**src/rtl/float_to_fix_pipe.sv**
```systemverilog
// float_to_fix_pipe: 3-stage float to signed fixed-point converter with RTZ/RNE rounding and saturation
//   clk_i, rst_i                  clock, synchronous active-high reset
//   s_valid_i/s_ready_o           operand handshake; s_float_i {sign,exp,man}, s_rnd_mode_i 0=RTZ 1=RNE
//   m_valid_o/m_ready_i           result handshake; m_fixed_o signed FIXED_WIDTH result
//   m_nan_o, m_snan_o, m_inf_o    input class flags
//   m_ovf_o, m_inexact_o          finite-input saturation, discarded nonzero fraction
module float_to_fix_pipe #(
    parameter int EXP_WIDTH   = 5,
    parameter int MAN_WIDTH   = 10,
    parameter int FIXED_WIDTH = 40,
    parameter int FRAC_BITS   = 16,
    parameter int FLOAT_WIDTH = 1 + EXP_WIDTH + MAN_WIDTH
) (
    input  logic                   clk_i,
    input  logic                   rst_i,
    input  logic                   s_valid_i,
    output logic                   s_ready_o,
    input  logic [FLOAT_WIDTH-1:0] s_float_i,
    input  logic                   s_rnd_mode_i,
    output logic                   m_valid_o,
    input  logic                   m_ready_i,
    output logic [FIXED_WIDTH-1:0] m_fixed_o,
    output logic                   m_nan_o,
    output logic                   m_snan_o,
    output logic                   m_inf_o,
    output logic                   m_ovf_o,
    output logic                   m_inexact_o
);
    localparam int BIAS  = (1 << (EXP_WIDTH - 1)) - 1;
    localparam int SW    = MAN_WIDTH + 1;
    localparam int SHMAX = BIAS + FRAC_BITS - MAN_WIDTH;
    // largest left-shifted significand plus a carry bit, never narrower than the saturation compare
    localparam int MW0   = MAN_WIDTH + 2 + (SHMAX > 0 ? SHMAX : 0);
    localparam int MW    = MW0 > FIXED_WIDTH + 1 ? MW0 : FIXED_WIDTH + 1;
    localparam logic [MW-1:0] LIM = MW'(1) << (FIXED_WIDTH - 1);

    logic                   v1_q, sign1_q, nan1_q, snan1_q, inf1_q, rnd1_q;
    logic [SW-1:0]          sig1_q;
    logic signed [31:0]     sh1_q;
    logic                   v2_q, sign2_q, nan2_q, snan2_q, inf2_q, inex2_q;
    logic [MW-1:0]          mag2_q;
    logic                   v3_q, nan3_q, snan3_q, inf3_q, ovf3_q, inex3_q;
    logic [FIXED_WIDTH-1:0] fix3_q;

    logic                   ld1, ld2, ld3;
    logic [EXP_WIDTH-1:0]   e_f;
    logic [MAN_WIDTH-1:0]   m_f;
    logic                   e_max, e_zero, nan_d, snan_d, inf_d;
    logic [SW-1:0]          sig_d;
    logic signed [31:0]     sh_d, nsh;
    logic [31:0]            rs;
    logic [SW:0]            t;
    logic                   g, st, inc, inex_d;
    logic [MW-1:0]          mag_d;
    logic                   big, spec, ovf_d, inex3_d;
    logic [FIXED_WIDTH-1:0] mag_t, sat, fix_d;

    assign ld3       = !v3_q || m_ready_i;
    assign ld2       = !v2_q || ld3;
    assign ld1       = !v1_q || ld2;
    assign s_ready_o = ld1;

    always_comb begin
        e_f    = s_float_i[FLOAT_WIDTH-2 -: EXP_WIDTH];
        m_f    = s_float_i[MAN_WIDTH-1:0];
        e_max  = &e_f;
        e_zero = e_f == '0;
        nan_d  = e_max && |m_f;
        snan_d = nan_d && !m_f[MAN_WIDTH-1];
        inf_d  = e_max && m_f == '0;
        sig_d  = {!e_zero, m_f};
        sh_d   = (e_zero ? 32'sd1 : $signed(32'(e_f))) - BIAS + FRAC_BITS - MAN_WIDTH;
    end

    // Right shifts beyond the significand collapse to "everything is sticky"
    always_comb begin
        nsh    = -sh1_q;
        rs     = nsh > SW + 1 ? 32'(SW + 1) : nsh;
        t      = {sig1_q, 1'b0} >> rs;
        g      = t[0];
        st     = |({sig1_q, 1'b0} & ~({(SW + 1){1'b1}} << rs));
        inc    = rnd1_q && g && (st || t[1]);
        mag_d  = sh1_q >= 0 ? MW'(sig1_q) << sh1_q : MW'(t[SW:1]) + MW'(inc);
        inex_d = sh1_q < 0 && (g || st);
    end

    // Magnitude exactly 2^(FIXED_WIDTH-1) is representable only when negative
    always_comb begin
        spec    = nan2_q || inf2_q;
        big     = sign2_q ? mag2_q > LIM : mag2_q > LIM - 1'b1;
        ovf_d   = !spec && big;
        inex3_d = !spec && inex2_q;
        mag_t   = mag2_q[FIXED_WIDTH-1:0];
        sat     = sign2_q ? {1'b1, {(FIXED_WIDTH - 1){1'b0}}} : {1'b0, {(FIXED_WIDTH - 1){1'b1}}};
        fix_d   = nan2_q ? '0 : (inf2_q || big) ? sat : sign2_q ? -mag_t : mag_t;
    end

    always_ff @(posedge clk_i) begin
        if (rst_i) begin
            v1_q <= 1'b0; sign1_q <= 1'b0; nan1_q <= 1'b0; snan1_q <= 1'b0; inf1_q <= 1'b0;
            rnd1_q <= 1'b0; sig1_q <= '0; sh1_q <= '0;
            v2_q <= 1'b0; sign2_q <= 1'b0; nan2_q <= 1'b0; snan2_q <= 1'b0; inf2_q <= 1'b0;
            inex2_q <= 1'b0; mag2_q <= '0;
            v3_q <= 1'b0; nan3_q <= 1'b0; snan3_q <= 1'b0; inf3_q <= 1'b0; ovf3_q <= 1'b0;
            inex3_q <= 1'b0; fix3_q <= '0;
        end else begin
            if (ld1) begin
                v1_q <= s_valid_i;
                if (s_valid_i) begin
                    sign1_q <= s_float_i[FLOAT_WIDTH-1];
                    nan1_q  <= nan_d;
                    snan1_q <= snan_d;
                    inf1_q  <= inf_d;
                    rnd1_q  <= s_rnd_mode_i;
                    sig1_q  <= sig_d;
                    sh1_q   <= sh_d;
                end
            end
            if (ld2) begin
                v2_q <= v1_q;
                if (v1_q) begin
                    sign2_q <= sign1_q;
                    nan2_q  <= nan1_q;
                    snan2_q <= snan1_q;
                    inf2_q  <= inf1_q;
                    mag2_q  <= mag_d;
                    inex2_q <= inex_d;
                end
            end
            if (ld3) begin
                v3_q <= v2_q;
                if (v2_q) begin
                    fix3_q  <= fix_d;
                    nan3_q  <= nan2_q;
                    snan3_q <= snan2_q;
                    inf3_q  <= inf2_q;
                    ovf3_q  <= ovf_d;
                    inex3_q <= inex3_d;
                end
            end
        end
    end

    assign m_valid_o   = v3_q;
    assign m_fixed_o   = fix3_q;
    assign m_nan_o     = nan3_q;
    assign m_snan_o    = snan3_q;
    assign m_inf_o     = inf3_q;
    assign m_ovf_o     = ovf3_q;
    assign m_inexact_o = inex3_q;
endmodule
```
**config.mk**
```make
export PLATFORM = sky130hd
export DESIGN_NAME = float_to_fix_pipe
export DESIGN_NICKNAME = d
export VERILOG_FILES = /design/src/rtl/float_to_fix_pipe.sv
export SDC_FILE = /design/constraint.sdc
export NUM_CORES = 1
export LEC_CHECK = 0
export CAP_MARGIN = 30
export CORE_ASPECT_RATIO = 1.2
export CORE_MARGIN = 4
export CORE_UTILIZATION = 40
export CTS_CLUSTER_SIZE = 28
export DETAILED_ROUTE_END_ITERATION = 10
export SYNTH_ARGS = -nofsm -noshare
export SYNTH_HDL_FRONTEND = slang
export SYNTH_SLANG_ARGS = --single-unit
```
**constraint.sdc**
```tcl
create_clock -name clk_i -period 4.3 [get_ports clk_i]
set_input_delay 0.86 -clock clk_i [delete_from_list [all_inputs] [get_ports clk_i]]
set_output_delay 0.86 -clock clk_i [all_outputs]
set_load 0.02 [all_outputs]
```
# After elaboration in Yosys (flattened, before gate mapping)
# Index checks and enable logic that the tools add are counted.
# W data, S select, Z words.
# totals
inputBits,21
word_cells,75
register_bits,142
# classes
n_bitwise,2
magnitude_cmp,5
addsub,6
n_mux,8
shifts,3
n_reduce_logical,29
# ops
op,n
$mux W40,4
$gt A41 B39 Y1 const B,1
$gt A41 B40 Y1 const B,1
$mux W41,1
$shl A11 B32 Y41,1
$neg A40 Y40,1
$ge A32 B1 Y1 const B,1
$gt A32 B5 Y1 const B,1
$lt A32 B1 Y1 const B,1
$mux W32,1
$neg A32 Y32,1
$shl A12 B32 Y12 const A,1
$shr A12 B32 Y12,1
$add A11 B1 Y12,1
$and A12 B12 Y12,1
$not A12 Y12,1
$reduce_or A12 Y1,1
$logic_not A10 Y1,1
$reduce_or A10 Y1,1
$logic_and A1 B1 Y1,8
$sub A7 B5 Y8 const B,1
$add A6 B6 Y7 const B,1
$logic_or A1 B1 Y1,7
$logic_not A1 Y1,6
6 further kinds,8

# Logic depth before layout (Yosys ltp)
# depth
word_depth,11
mapped_depth,21

# Worst setup path before layout
# Ideal clock, no wire load.
# synth_path
path_type,flip-flop to flip-flop
start,reg sh1_q[1]
end,reg mag2_q[4]
required_time_ns,4.214
synth_period_minus_slack_ns,4.722
setup_slack_ns,-0.422
stages_incl_launch_ff,21
path_buffers,2
t_arrival_ns,4.637
setup_ns,0.086
path_cell_list,dfxtp_1 > buf_1 > clkinv_1 > ha_1 > buf_1 > nand4_1 > ha_1 > and3_1 > nand4_1 > a2111o_4 > nor3_4 > a22o_4 > o21ai_1 > or3_4 > a21oi_1 > ha_1 > inv_1 > a2111oi_2 > xnor2_1 > a22oi_1 > a211oi_1
# synth_between
elab_chain_cells,11
elab_cells_between_ends,15
cone_classes,add/sub (2); order compare (2); shift (3); mux (2); bitwise (2); reduce/logical (4)
# synth_rtl
element,line_no,rtl
start: declaration,39,logic signed [31:0] sh1_q;
start signal: assignment,101,rnd1_q <= 1'b0; sig1_q <= '0; sh1_q <= '0;
start signal: assignment,116,sh1_q <= sh_d;
$neg A32 Y32,77,nsh = -sh1_q;
$gt A32 B5 Y1,78,rs = nsh > SW + 1 ? 32'(SW + 1) : nsh;
$mux W32,78,
$shl A12 B32 Y12,81,"st = |({sig1_q, 1'b0} & ~({(SW + 1){1'b1}} << rs));"
$not A12 Y12,81,
$and A12 B12 Y12,81,
$reduce_or A12 Y1,81,
$logic_or A1 B1 Y1,82,inc = rnd1_q && g && (st || t[1]);
$logic_and A1 B1 Y1,82,
$add A11 B1 Y12,83,mag_d = sh1_q >= 0 ? MW'(sig1_q) << sh1_q : MW'(t[SW:1]) + MW'(inc);
$mux W41 *,83,
end signal: assignment,126,mag2_q <= mag_d;
end: declaration,41,logic [MW-1:0] mag2_q;
# Every way passes the cells marked *; elsewhere a longest branch is shown, timed or not.
# A chain may end at the register's enable or synchronous reset.

# Final worst setup path
# layout_path
start,reg sh1_q[0]
end,reg mag2_q[10]
# Same word-level chain as after synthesis.

==> results_dict.tcl <==
set metrics [dict create \
    gp_congestion 0.923 \
    crit_path_cell_trace "or4_4, nor2_4, nand2_2, ha_4, and3_4, nand4_1, buf_4, a2111oi_4, nand4_1, a22oi_1, o311ai_2, a21o_1, a21oi_2, ha_2, inv_2, a2111oi_4, nand3_1, xnor2_1, o22ai_1" \
    grt_pass1_wl_mm 44.1 \
    core_um2 19800 \
    grt_use_met2 0.426 \
    synth_top_area_cell "dfxtp_1" \
    hold_slack_ns 0.448 \
    cts_buffers 17 \
    synth_edf_count 0 \
    fin_tns_setup_ns -0.256 \
    drt_iter0_drc 694 \
    wl_per_cell_um 18.9 \
    critical_path.max_stage_delay_ns 0.55 \
    gr-usage-met3 0.0335 \
    grt_antenna_before_repair 0 \
    worstSetupEndpoint "mag2_q[10]" \
    final_antenna_net_count 0 \
    gr-total-overflow 0 \
    hpwl_mm 20.6 \
    reg2reg_from "sh1_q[0]" \
    worstPathRequired_ns 4.57 \
    grtUsageTotal 0.240 \
    portBuffers 67 \
    num_rows 56 \
    yosys_warnings 0 \
    finalSetupViolations 5 \
    clk_pin_slew_ns 0.06 \
    netlist_area_um2 8130 \
    grt_max_degree 68 \
    max-vdd-ir-drop_uv 275 \
    drv_slew 0 \
    layout.nets 1226 \
    area_growth_pct 25.7 \
    setup_ws_ns -0.0969 \
    endpoint_kind "flip-flop" \
    cts-root-buf "clkbuf_16" \
    status "complete, but fails checks" \
    clk_latency_ns 0.42 \
    synthArstFlopShare 0 \
    crit_family "compound AO/OA/AOI/OAI gates" \
    syn_inst 1112 \
    io_pins 68 \
    drc 0 \
    cts_tree "yes" \
    synth.most_common_cell "nor2_1" \
    diodes 0 \
    yosys_most_used_dff "dfxtp_1" \
    critPathLaunchType "flip-flop" \
    crit_cells 19 \
    p_leak_uw 0.00364 \
    vias 8506 \
    yosysUniqueCellTypes 79 \
    clkSinkCount 118 \
    max-slew-margin-rel 0.369 \
    ys_top_cells_by_area "dfxtp_1 29%, nor2_1 6.7%, nand2_1 6.4%" \
    die_h_um 164 \
    violations "negative setup slack" \
    cp.arrival_ns 4.67 \
    start_util 0.412 \
    tightestPinTransition_ns 0.943 \
    post-route-min-period_ns 4.40 \
    yosysTopAreaCellShare 0.290 \
    cp-startpoint "sh1_q[0]" \
    cts_hold_buf 0 \
    r2r_cells 19 \
    cp_slowest_cell "or4_4" \
    ys_seq_area_frac 0.290 \
    syn_nets 1148 \
    power_density_nw_per_um2 352 \
    grt-busiest-layer "met2" \
    cts_max_path_buffers 2 \
    grt.met1_usage 0.288 \
    first_global_vias 8156 \
    routed_wl_mm 27.6 \
    maxCapViolCount 0 \
    synth_seq_cells 118 \
    rsz0062_at_grt "yes" \
    syn_area_per_cell_um2 7.31 \
    hp-class "reg -> reg" \
    fmax_mhz 227 \
    synth_common_cells "146 x nor2_1, 139 x nand2_1, 118 x dfxtp_1, 78 x clkbuf_1, 72 x a21oi_1" \
    path_max_fanout 5 \
    fin_crit_sh 1.02 \
    drive_gt1_frac 0.168 \
    fp.dieW_um 138 \
    die_area_um2 22700 \
    dr.pass1.iters 5 \
    reg2reg_slack_ns -0.1 \
    htreeDepth 4 \
    path_buf_inv 2 \
    r2r_end "mag2_q[10]" \
    post_drt_via_cell_ratio 5.81 \
    finalHoldViolCount 0 \
    finClkSkew_ns 0.0158 \
    critPathKind "reg -> reg" \
]
## power by group
group	internal [µW]	switching [µW]
clock network	1030	548
registers	1120	40.6
logic	344	520
## through the flow
stage          total power (µW)  instances   util  cell area, µm²  setup WS, ns
2_1_floorplan              1700       1112      -            8180        -0.103
3_3_place_gp               2010       1429  0.478            9440       -0.0286
3_5_place_dp               2010       1429  0.478            9440       -0.0600
4_1_cts                    3590       1461  0.513           10100       -0.0381
5_1_grt                    3750       1463  0.517           10200        -0.325
6_report                   3600       1463  0.517           10200       -0.0969
## worst reg2reg max path, stage by stage, from the launching register on
cell and delay, ns:
dfxtp_1 0.30, or4_4 0.55, nor2_4 0.16, nand2_2 0.09, ha_4 0.27, and3_4 0.17, nand4_1 0.15, buf_4 0.20
a2111oi_4 0.44, nand4_1 0.18, a22oi_1 0.31, o311ai_2 0.13, a21o_1 0.24, a21oi_2 0.12, ha_2 0.20, inv_2 0.06
a2111oi_4 0.28, nand3_1 0.16, xnor2_1 0.15, o22ai_1 0.08
## layout by cell type, fill, tap and decap left out, types with 9 or more instances in the layout
cell,synthesis,layout
nor2_1,146,142
nand2_1,139,138
dfxtp_1,118,118
buf_4,0,90
a21oi_1,72,71
clkdlybuf4s50_1,0,66
o21ai_0,54,54
a22oi_1,52,52
nand3_1,35,34
nor3_1,30,30
nand4_1,24,24
a31oi_1,24,22
mux2_2,22,22
inv_1,21,20
o22ai_1,20,20
nor4_1,18,17
mux2i_1,17,17
clkbuf_16,0,17
or3_1,14,14
a211oi_1,14,13
xnor2_1,13,12
nand2b_1,13,12
ha_1,15,12
o211ai_1,11,11
and3_1,10,9
## cells by family (layout without fill, tap and decap cells)
logic type / count (synthesis) / count (layout) / share of synthesized area
adder cells (fa/ha/maj): 16 / 16 / 0.0243
flip-flops: 118 / 118 / 0.290
AND/OR/NAND/NOR: 477 / 477 / 0.277
buffers and inverters: 123 / 213 / 0.0598
XOR/XNOR: 20 / 20 / 0.0215
multiplexers: 42 / 42 / 0.0597
AO/OA/AOI/OAI: 316 / 316 / 0.267
## worst min-delay path by stage
stage	start	endpoint	slack (ns)	cells after the start
CTS	m_fixed_o[0]	m_fixed_o[0]	0.45	2
floorplan	inex2_q	inex2_q	0.43	2
global placement	m_fixed_o[0]	m_fixed_o[0]	0.44	2
finish	m_fixed_o[0]	m_fixed_o[0]	0.45	2
global route	m_fixed_o[1]	m_fixed_o[1]	0.47	2
detailed placement	m_fixed_o[0]	m_fixed_o[0]	0.44	2
## what timing repair did
item / in CTS / in global routing
setup buffers: 1 / 2
endpoints found under the setup margin: 4 / 12
pin swaps: 1 / 13
resized for setup: 6 / 13
## sequential cells by signal, indices dropped and copies added, names as in the netlist, 8 cells and up
register	count
sh1_q	8
m_fixed_o	40
mag2_q	41
sig1_q	11
## layout make-up
cell class	instances	area [µm²]
Fill cell	2000	9540
Multi-Input combinational cell	871	5430
Sequential cell	118	2360
Timing Repair Buffer	157	1360
Clock buffer	17	425
Tap cell	261	327
Clock inverter	14	223
Inverter	25	100
## metal layers
layer,part of all wire,up-vias,wire length [µm]
met4,0.041,0,1130
met3,0.040,59,1100
met5,0,-,0
li1,-,4233,-
met2,0.49,245,13600
met1,0.43,3969,11700
Note: power is estimated with default switching activity, not from simulation.
